==> config.mk <==
export PLATFORM = sky130hd
export DESIGN_NAME = alu_muldiv
export DESIGN_NICKNAME = d
export VERILOG_FILES = /design/src/rtl/alu_muldiv.sv
export SDC_FILE = /design/constraint.sdc
export NUM_CORES = 1
export LEC_CHECK = 0
export ABC_AREA = 1
export ABC_CLOCK_PERIOD_IN_PS = 3200
export CAP_MARGIN = 25
export CORE_ASPECT_RATIO = 0.9
export CORE_MARGIN = 2
export CORE_UTILIZATION = 50
export CTS_BUF_LIST = sky130_fd_sc_hd__clkbuf_16
export CTS_CLUSTER_DIAMETER = 50
export DETAILED_ROUTE_END_ITERATION = 8
export HOLD_SLACK_MARGIN = 0.15
export PLACE_DENSITY = 0.74
export SYNTH_ARGS = -nofsm -noshare
export SYNTH_HDL_FRONTEND = slang
export SYNTH_SLANG_ARGS = --single-unit
==> constraint.sdc <==
create_clock -name i_clk -period 3.2 [get_ports i_clk]
set_clock_uncertainty 0.15 [all_clocks]
set_input_delay 0.32 -clock i_clk [delete_from_list [all_inputs] [get_ports i_clk]]
set_output_delay 0.32 -clock i_clk [all_outputs]
set_load 0.01 [all_outputs]
==> src/rtl/alu_muldiv.sv <==
// Iterative radix-2 multiply/divide unit with HI/LO result registers (MIPS style).
// Optional macro ALU_MULDIV_DIV_EN adds the restoring divider; otherwise DIV/DIVU are illegal.
module alu_muldiv #(
    parameter int BITS_SIZE = 32,
    parameter int BITS_OP   = 3
) (
    input  logic                 i_clk,
    input  logic                 i_reset,
    input  logic                 i_start,
    input  logic [BITS_OP-1:0]   i_op,
    input  logic [BITS_SIZE-1:0] i_data_a,
    input  logic [BITS_SIZE-1:0] i_data_b,
    output logic                 o_busy,
    output logic                 o_done,
    output logic [BITS_SIZE-1:0] o_hi,
    output logic [BITS_SIZE-1:0] o_lo,
    output logic                 o_div_zero
);

    localparam int N  = BITS_SIZE;
    localparam int CW = $clog2(BITS_SIZE) + 1;
    localparam logic [CW-1:0] LAST_STEP = CW'(N - 1);

    localparam logic [BITS_OP-1:0] OP_MULT  = BITS_OP'(0);
    localparam logic [BITS_OP-1:0] OP_MULTU = BITS_OP'(1);
    localparam logic [BITS_OP-1:0] OP_MTHI  = BITS_OP'(4);
    localparam logic [BITS_OP-1:0] OP_MTLO  = BITS_OP'(5);
`ifdef ALU_MULDIV_DIV_EN
    localparam logic [BITS_OP-1:0] OP_DIV   = BITS_OP'(2);
    localparam logic [BITS_OP-1:0] OP_DIVU  = BITS_OP'(3);
`endif

    typedef enum logic [1:0] {ST_IDLE, ST_CALC, ST_FIX} state_t;

    state_t          r_state;
    logic            r_busy;
    logic            r_done;
    logic [N-1:0]    r_hi;
    logic [N-1:0]    r_lo;
    logic [CW-1:0]   r_cnt;
    logic [N:0]      r_rem;
    logic [N-1:0]    r_quo;
    logic [N-1:0]    r_mcand;
    logic            r_negRes;

    logic            w_isMul;
    logic            w_isDiv;
    logic            w_signedOp;
    logic            w_negA;
    logic            w_negB;
    logic [N-1:0]    w_magA;
    logic [N-1:0]    w_magB;
    logic [N:0]      w_mulSum;
    logic [2*N-1:0]  w_prod;
    logic [2*N-1:0]  w_prodFix;

    assign w_isMul = (i_op == OP_MULT) || (i_op == OP_MULTU);
`ifdef ALU_MULDIV_DIV_EN
    assign w_isDiv    = (i_op == OP_DIV) || (i_op == OP_DIVU);
    assign w_signedOp = (i_op == OP_MULT) || (i_op == OP_DIV);
`else
    assign w_isDiv    = 1'b0;
    assign w_signedOp = (i_op == OP_MULT);
`endif

    // Iteration always runs on magnitudes; signs are restored in FIX.
    assign w_negA = w_signedOp & i_data_a[N-1];
    assign w_negB = w_signedOp & i_data_b[N-1];
    assign w_magA = w_negA ? (-i_data_a) : i_data_a;
    assign w_magB = w_negB ? (-i_data_b) : i_data_b;

    assign w_mulSum  = r_rem + ({1'b0, r_mcand} & {(N+1){r_quo[0]}});
    assign w_prod    = {r_rem[N-1:0], r_quo};
    assign w_prodFix = r_negRes ? (-w_prod) : w_prod;

`ifdef ALU_MULDIV_DIV_EN
    logic            r_isDiv;
    logic            r_negRem;
    logic            r_bZero;
    logic            r_divZero;
    logic [N-1:0]    r_a;
    logic [N:0]      w_divShift;
    logic [N:0]      w_divDiff;
    logic            w_divNeg;
    logic [N-1:0]    w_quoFix;
    logic [N-1:0]    w_remFix;

    assign w_divShift = {r_rem[N-1:0], r_quo[N-1]};
    assign w_divDiff  = w_divShift - {1'b0, r_mcand};
    assign w_divNeg   = w_divDiff[N];
    assign w_quoFix   = r_negRes ? (-r_quo) : r_quo;
    assign w_remFix   = r_negRem ? (-r_rem[N-1:0]) : r_rem[N-1:0];
    assign o_div_zero = r_divZero;
`else
    assign o_div_zero = 1'b0;
`endif

    always_ff @(posedge i_clk) begin
        if (i_reset) begin
            r_state  <= ST_IDLE;
            r_busy   <= 1'b0;
            r_done   <= 1'b0;
            r_hi     <= '0;
            r_lo     <= '0;
            r_cnt    <= '0;
            r_rem    <= '0;
            r_quo    <= '0;
            r_mcand  <= '0;
            r_negRes <= 1'b0;
`ifdef ALU_MULDIV_DIV_EN
            r_isDiv   <= 1'b0;
            r_negRem  <= 1'b0;
            r_bZero   <= 1'b0;
            r_divZero <= 1'b0;
            r_a       <= '0;
`endif
        end else begin
            r_done <= 1'b0;
            case (r_state)
                ST_IDLE: begin
                    if (i_start) begin
`ifdef ALU_MULDIV_DIV_EN
                        r_divZero <= 1'b0;
`endif
                        if (w_isMul || w_isDiv) begin
                            r_state  <= ST_CALC;
                            r_busy   <= 1'b1;
                            r_cnt    <= '0;
                            r_rem    <= '0;
                            r_negRes <= w_negA ^ w_negB;
                            // Multiply shifts the multiplier out of r_quo; divide shifts the dividend.
                            r_quo    <= w_isMul ? w_magB : w_magA;
                            r_mcand  <= w_isMul ? w_magA : w_magB;
`ifdef ALU_MULDIV_DIV_EN
                            r_isDiv  <= w_isDiv;
                            r_negRem <= w_negA;
                            r_bZero  <= (i_data_b == '0);
                            r_a      <= i_data_a;
`endif
                        end else if (i_op == OP_MTHI) begin
                            r_hi   <= i_data_a;
                            r_done <= 1'b1;
                        end else if (i_op == OP_MTLO) begin
                            r_lo   <= i_data_a;
                            r_done <= 1'b1;
                        end else begin
                            r_done <= 1'b1;
                        end
                    end
                end
                ST_CALC: begin
                    r_cnt <= r_cnt + 1'b1;
                    if (r_cnt == LAST_STEP) begin
                        r_state <= ST_FIX;
                    end
`ifdef ALU_MULDIV_DIV_EN
                    if (r_isDiv) begin
                        r_rem <= w_divNeg ? w_divShift : w_divDiff;
                        r_quo <= {r_quo[N-2:0], ~w_divNeg};
                    end else
`endif
                    begin
                        r_rem <= {1'b0, w_mulSum[N:1]};
                        r_quo <= {w_mulSum[0], r_quo[N-1:1]};
                    end
                end
                ST_FIX: begin
                    r_state <= ST_IDLE;
                    r_busy  <= 1'b0;
                    r_done  <= 1'b1;
                    r_cnt   <= '0;
`ifdef ALU_MULDIV_DIV_EN
                    if (r_isDiv) begin
                        if (r_bZero) begin
                            r_hi      <= r_a;
                            r_lo      <= '1;
                            r_divZero <= 1'b1;
                        end else begin
                            r_hi <= w_remFix;
                            r_lo <= w_quoFix;
                        end
                    end else
`endif
                    begin
                        r_hi <= w_prodFix[2*N-1:N];
                        r_lo <= w_prodFix[N-1:0];
                    end
                end
                default: begin
                    r_state <= ST_IDLE;
                    r_busy  <= 1'b0;
                end
            endcase
        end
    end

    assign o_busy = r_busy;
    assign o_done = r_done;
    assign o_hi   = r_hi;
    assign o_lo   = r_lo;

endmodule

-- Word-level counts from Yosys, hierarchy flattened
Index checks and enable logic that the tools add are counted.
- register bits: 172
- input port bits: 70
- output and inout port bits: 67
- word-level logic and storage cells: 77
- add/subtract/negate cells: 5
- equal/unequal tests: 13
- multiplexer cells: 31
- bitwise gates (word level): 5
- reductions and logical operators: 13
- operators with widths (operator ; count):
    two-way mux 32 bit ; 11
    case mux 32 bit (2 select lines) ; 3
    two-way mux 33 bit ; 2
    case mux 33 bit (2 select lines) ; 1
    two-way mux 64 bit ; 1
    negation 32 bit ; 2
    negation 64 bit ; 1
    adder 33 bit ; 1
    bitwise AND 32 x 33 -> 33 bit ; 1
    case mux 6 bit (3 select lines) ; 1
    AND reduction 3 bit ; 5
    inequality test 2 bit, second input constant ; 7
    two-way mux 6 bit ; 2
    adder 6 x 1 -> 6 bit, second input constant ; 1
    == test 3 bit, second input constant ; 2
    == test 6 x 5 -> 1 bit, second input constant ; 1
    two-way mux 2 bit ; 3
    AND reduction 5 bit ; 1
    two-way mux 1 bit ; 4
    case mux 1 bit (2 select lines) ; 2
    case mux 2 bit (2 select lines) ; 1
    AND reduction 4 bit ; 1
    nonzero test 2 bit ; 2
    == test 3 x 1 -> 1 bit, second input constant ; 1
    9 further kinds ; 10

-- Logic depth before layout (Yosys ltp)
Gate-level depths: netlist of the first run.
- depth after elaboration: 6
- gate-level depth with buffers: 18

-- Worst setup path after synthesis of the first run
No wires, ideal clock.
- path kind: register to register
- start: reg r_quo[0]
- end: reg r_rem[31]
- library setup time: 0.070 ns
- data arrival time: 2.185 ns
- data required time: 2.980 ns
- setup slack: 0.795 ns
- stages on the path, launching flop included: 19
- path buffers: 2
- period minus slack after synthesis: 2.405 ns
- path through: dfxtp_1 > buf_6 > clkbuf_1 > nand2_1 > inv_1 > ha_1 > inv_1 > fa_1 > inv_1 > nand3_1 > nand3_1 > nand2_1 > nand2_1 > nand3_1 > nand2_1 > nand2_1 > nand2_1 > nand2_1 > a21oi_1
- cells in the longest elaborated chain, start to end: 3
- RTL lines (element ; line ; source):
    from (decl) ; 42 ; logic [N-1:0] r_quo;
    from (signal assigned) ; 132 ; r_quo <= w_isMul ? w_magB : w_magA;
    from (signal assigned) ; 164 ; r_quo <= {w_mulSum[0], r_quo[N-1:1]};
    bitwise AND 32 x 33 -> 33 bit ; 72 ; assign w_mulSum = r_rem + ({1'b0, r_mcand} & {(N+1){r_quo[0]}});
    adder 33 bit ; 72 ;
    case mux 33 bit (2 select lines) ; 119 ; case (r_state)
    to (signal assigned) ; 163 ; r_rem <= {1'b0, w_mulSum[N:1]};
    to (decl) ; 41 ; logic [N:0] r_rem;
No other way between the ends.
A chain may end at the register's enable or synchronous reset.

-- Worst setup path after layout of the first run
Ends and elaborated chain as after synthesis.

==> results.toml, run 1 <==
[status]
status = "finished, final reports clean"

[layout]
drive_gt1_frac = 0.0466
fill_cells = 2667
antenna_cells = 0
nets = 2523
area_delta_synth_final_pct = 16.2

[power]
total_power_uw = 9070
powerDensity_mw_per_mm2 = 580
peakVddDrop_mv = 0.395
leakagePower_uw = 0.00784

[placed_design]
post-dp-hpwl_um = 41500
place.gp.congestion = 1.06
port-buffer-count = 135

[critical_path]
r2r_cells = 14
crit_fanout = 29
crit_start = "r_quo[0]"
cp-start-kind = "register"
crit_type = "reg2reg"
crit_path_top_delay_cell = "dfxtp_1"
crit_path_end_kind = "register"
cp_top_family = "simple AND/OR/NAND/NOR gates"
ff2ff_setup_slack_ps = 340
cp_data_arrival_time_ps = 3090
worst_ep_required_time_ps = 3420
r2r-end = "r_rem[31]"
cp_num_buf_inv = 4
timing.rr.start = "r_quo[0]"
path_cells = "buf_4, nand2_1, inv_1, ha_1, nand2_1, nor2_1, inv_1, o21bai_1, inv_1, nand2_1, nand2_1, nand2_1, nand2_1, a21oi_1"
worst_path_most_repeated_cell = "nand2_1"
cpPeakStageDelay_ps = 500

[routing]
drc_errors = 0
wirelength_um = 53200
first_pass_iters = 9
drtIter0Drc = 1900
via_per_inst = 5.71
vias = 15800
postRouteAntennaNets = 0
wl_per_cell_um = 19.2

[synth]
synth_edf_count = 0
synth_warnings = 0
yosys-top-cells-count = "nand2_1, nor2_1, inv_1, nand3_1, a21oi_1"
ys_seq_elements = 171
synthFlopType = "dfxtp_1"
seq_area_frac_synth = 0.254
ys_types = 51
synth_nets = 2429
post-synth-top-count-cell = "nand2_1"
yosysTopAreaCellShare = 0.254
synth.top_cells.by_area = "dfxtp_1, nand2_1, nor2_1, inv_1, nand3_1"
syn_inst = 2319
synth_async_sr_flop_share = 0
synth_top_cell_by_area = "dfxtp_1"
syn_avg_cell_area_um2 = 5.80
syn-cell-area_mm2 = 0.0135

[grt]
overflow = 0
grt_pass1_vias = 14100
antenna_found_initial = 0
track_usage = 0.371
grt_max_degree = 74
grt_pass1_wl_um = 80700

[clock_network]
cts_tree = "yes"
numClockSinks = 171
cts_resized = 0
cts_buffers = 17
clockRootBuffer = "clkbuf_16"
post_cts_buffers = 0
clockBufferDepth = 2
hold_buffers = 0
ctsHtreeMaxLevel = 4
path_clk_slew_ps = 70
clock_latency_ps = 450

[die]
rows = 56
core_mm2 = 0.0263
die_w_um = 177
io_pins = 137
dieArea_mm2 = 0.0282
die_y_um = 160
initial_core_util = 0.512

[sta]
final-setup-viol-count = 0
worstMarginPinSlew_ps = 676
tns_ps = 0
fmax_mhz = 349
period_share = 0.895
period_minus_slack_ps = 2860
whs_ps = 321
rsz0062_at_grt = "no"
relSlewSlack = 0.549
drv_slew = 0
hold_viol = 0

[worst_hold_path]
holdPathEnd = "o_busy"
worstHoldPathType = "reg2reg"
min_path_cells = 2
min_from = "o_busy"

[run]
cap_violations = 0
-- placed cells by master, fill, tap and decap left out, types with 9 or more instances in the layout --
cell type,netlist,layout
xor2_1,33,33
nand4_1,16,16
ha_1,39,38
nand2_1,614,614
buf_4,2,20
nand3b_1,20,20
a21oi_1,210,210
nor2_1,309,309
nor3_1,16,16
clkdlybuf4s50_1,0,135
a31oi_1,11,11
o21ai_0,169,169
dfxtp_1,171,170
inv_1,297,296
clkbuf_16,0,17
nand3_1,222,222
or2_2,16,16
o21bai_1,9,9
-- routing by layer --
| metal | track usage | vias to the layer above | wire (um) |
|---|---|---|---|
| li1 | - | 7618 | - |
| met5 | 0 | - | 0 |
| met2 | 0.530 | 883 | 21500 |
| met4 | 0.109 | 0 | 1570 |
| met1 | 0.543 | 7235 | 23700 |
| met3 | 0.0957 | 95 | 6460 |
-- registers in the layout, indices dropped and copies added, names as in the netlist --
signal	flops
o_busy	1
o_done	1
o_hi	32
o_lo	32
r_cnt	6
r_mcand	32
r_negRes	1
r_quo	32
r_rem	32
r_state	2
-- worst min-delay path, cell delays in order (launching register included) --
cell     delay (ps)
dfxtp_1         320
nand2_1          60
a21oi_1          50
-- report_power, final --
group          leakage (uW)  internal [uW]  switching (uW)
Clock              0.000289           1180            1040
Combinational       0.00616           1310            2670
Sequential          0.00139           2480             390
-- layout make-up --
type / count / area [um^2] / area share
Timing Repair Buffer: 159 / 1590 / 0.102
Clock buffer: 17 / 425 / 0.0272
Tap cell: 348 / 435 / 0.0278
Clock inverter: 15 / 181 / 0.0116
Multi-Input combinational cell: 1759 / 8440 / 0.539
Sequential cell: 171 / 3420 / 0.219
Inverter: 305 / 1150 / 0.0735
-- kinds of logic (layout without fill, tap and decap cells) --
| family | Yosys count | count (layout) | synth area share |
|---|---|---|---|
| DFF | 171 | 171 | 0.254 |
| and+or+nand+nor | 1248 | 1248 | 0.394 |
| other | 1 | 1 | 0.000279 |
| buffers and inverters | 389 | 496 | 0.119 |
| xor gates and xnor gates | 38 | 38 | 0.0247 |
| AOI/OAI and AO/OA | 432 | 432 | 0.170 |
| adders and majority gates | 40 | 40 | 0.0378 |
-- through the flow --
stage / cells / setup slack, ps / util / instance area (um^2)
2_1_floorplan: 2319 / 795 / - / 13500
3_3_place_gp: 2740 / 476 / 0.570 / 15000
3_5_place_dp: 2741 / 490 / 0.571 / 15000
4_1_cts: 2773 / 458 / 0.594 / 15600
5_1_grt: 2774 / 195 / 0.595 / 15600
6_report: 2774 / 335 / 0.595 / 15600
-- worst max-delay path by stage --
stage | to | slack, ps | depth (start not counted)
floorplan | r_rem[31] | 790 | 18
global placement | r_rem[31] | 480 | 16
detailed placement | r_rem[31] | 490 | 16
CTS | r_rem[31] | 460 | 14
global route | r_rem[23] | 200 | 13
finish | r_rem[31] | 340 | 14
(Power assumes the default switching activity.)
==> run 2: changes to the inputs <==
==> constraint.sdc (replaced) <==
create_clock -name i_clk -period 3.2 [get_ports i_clk]
set_clock_uncertainty 0.15 [all_clocks]
set_input_delay 0.32 -clock i_clk [delete_from_list [all_inputs] [get_ports i_clk]]
set_output_delay 0.32 -clock i_clk [all_outputs]
set_load 0.05 [all_outputs]
==> results of run 2 <==
The final DEF is identical to that of run 1. Status: finished, final reports clean.
Among the figures that moved: total power 9070 uW -> 9630 uW; worst IR drop on VDD 0.395 mV -> 0.408 mV
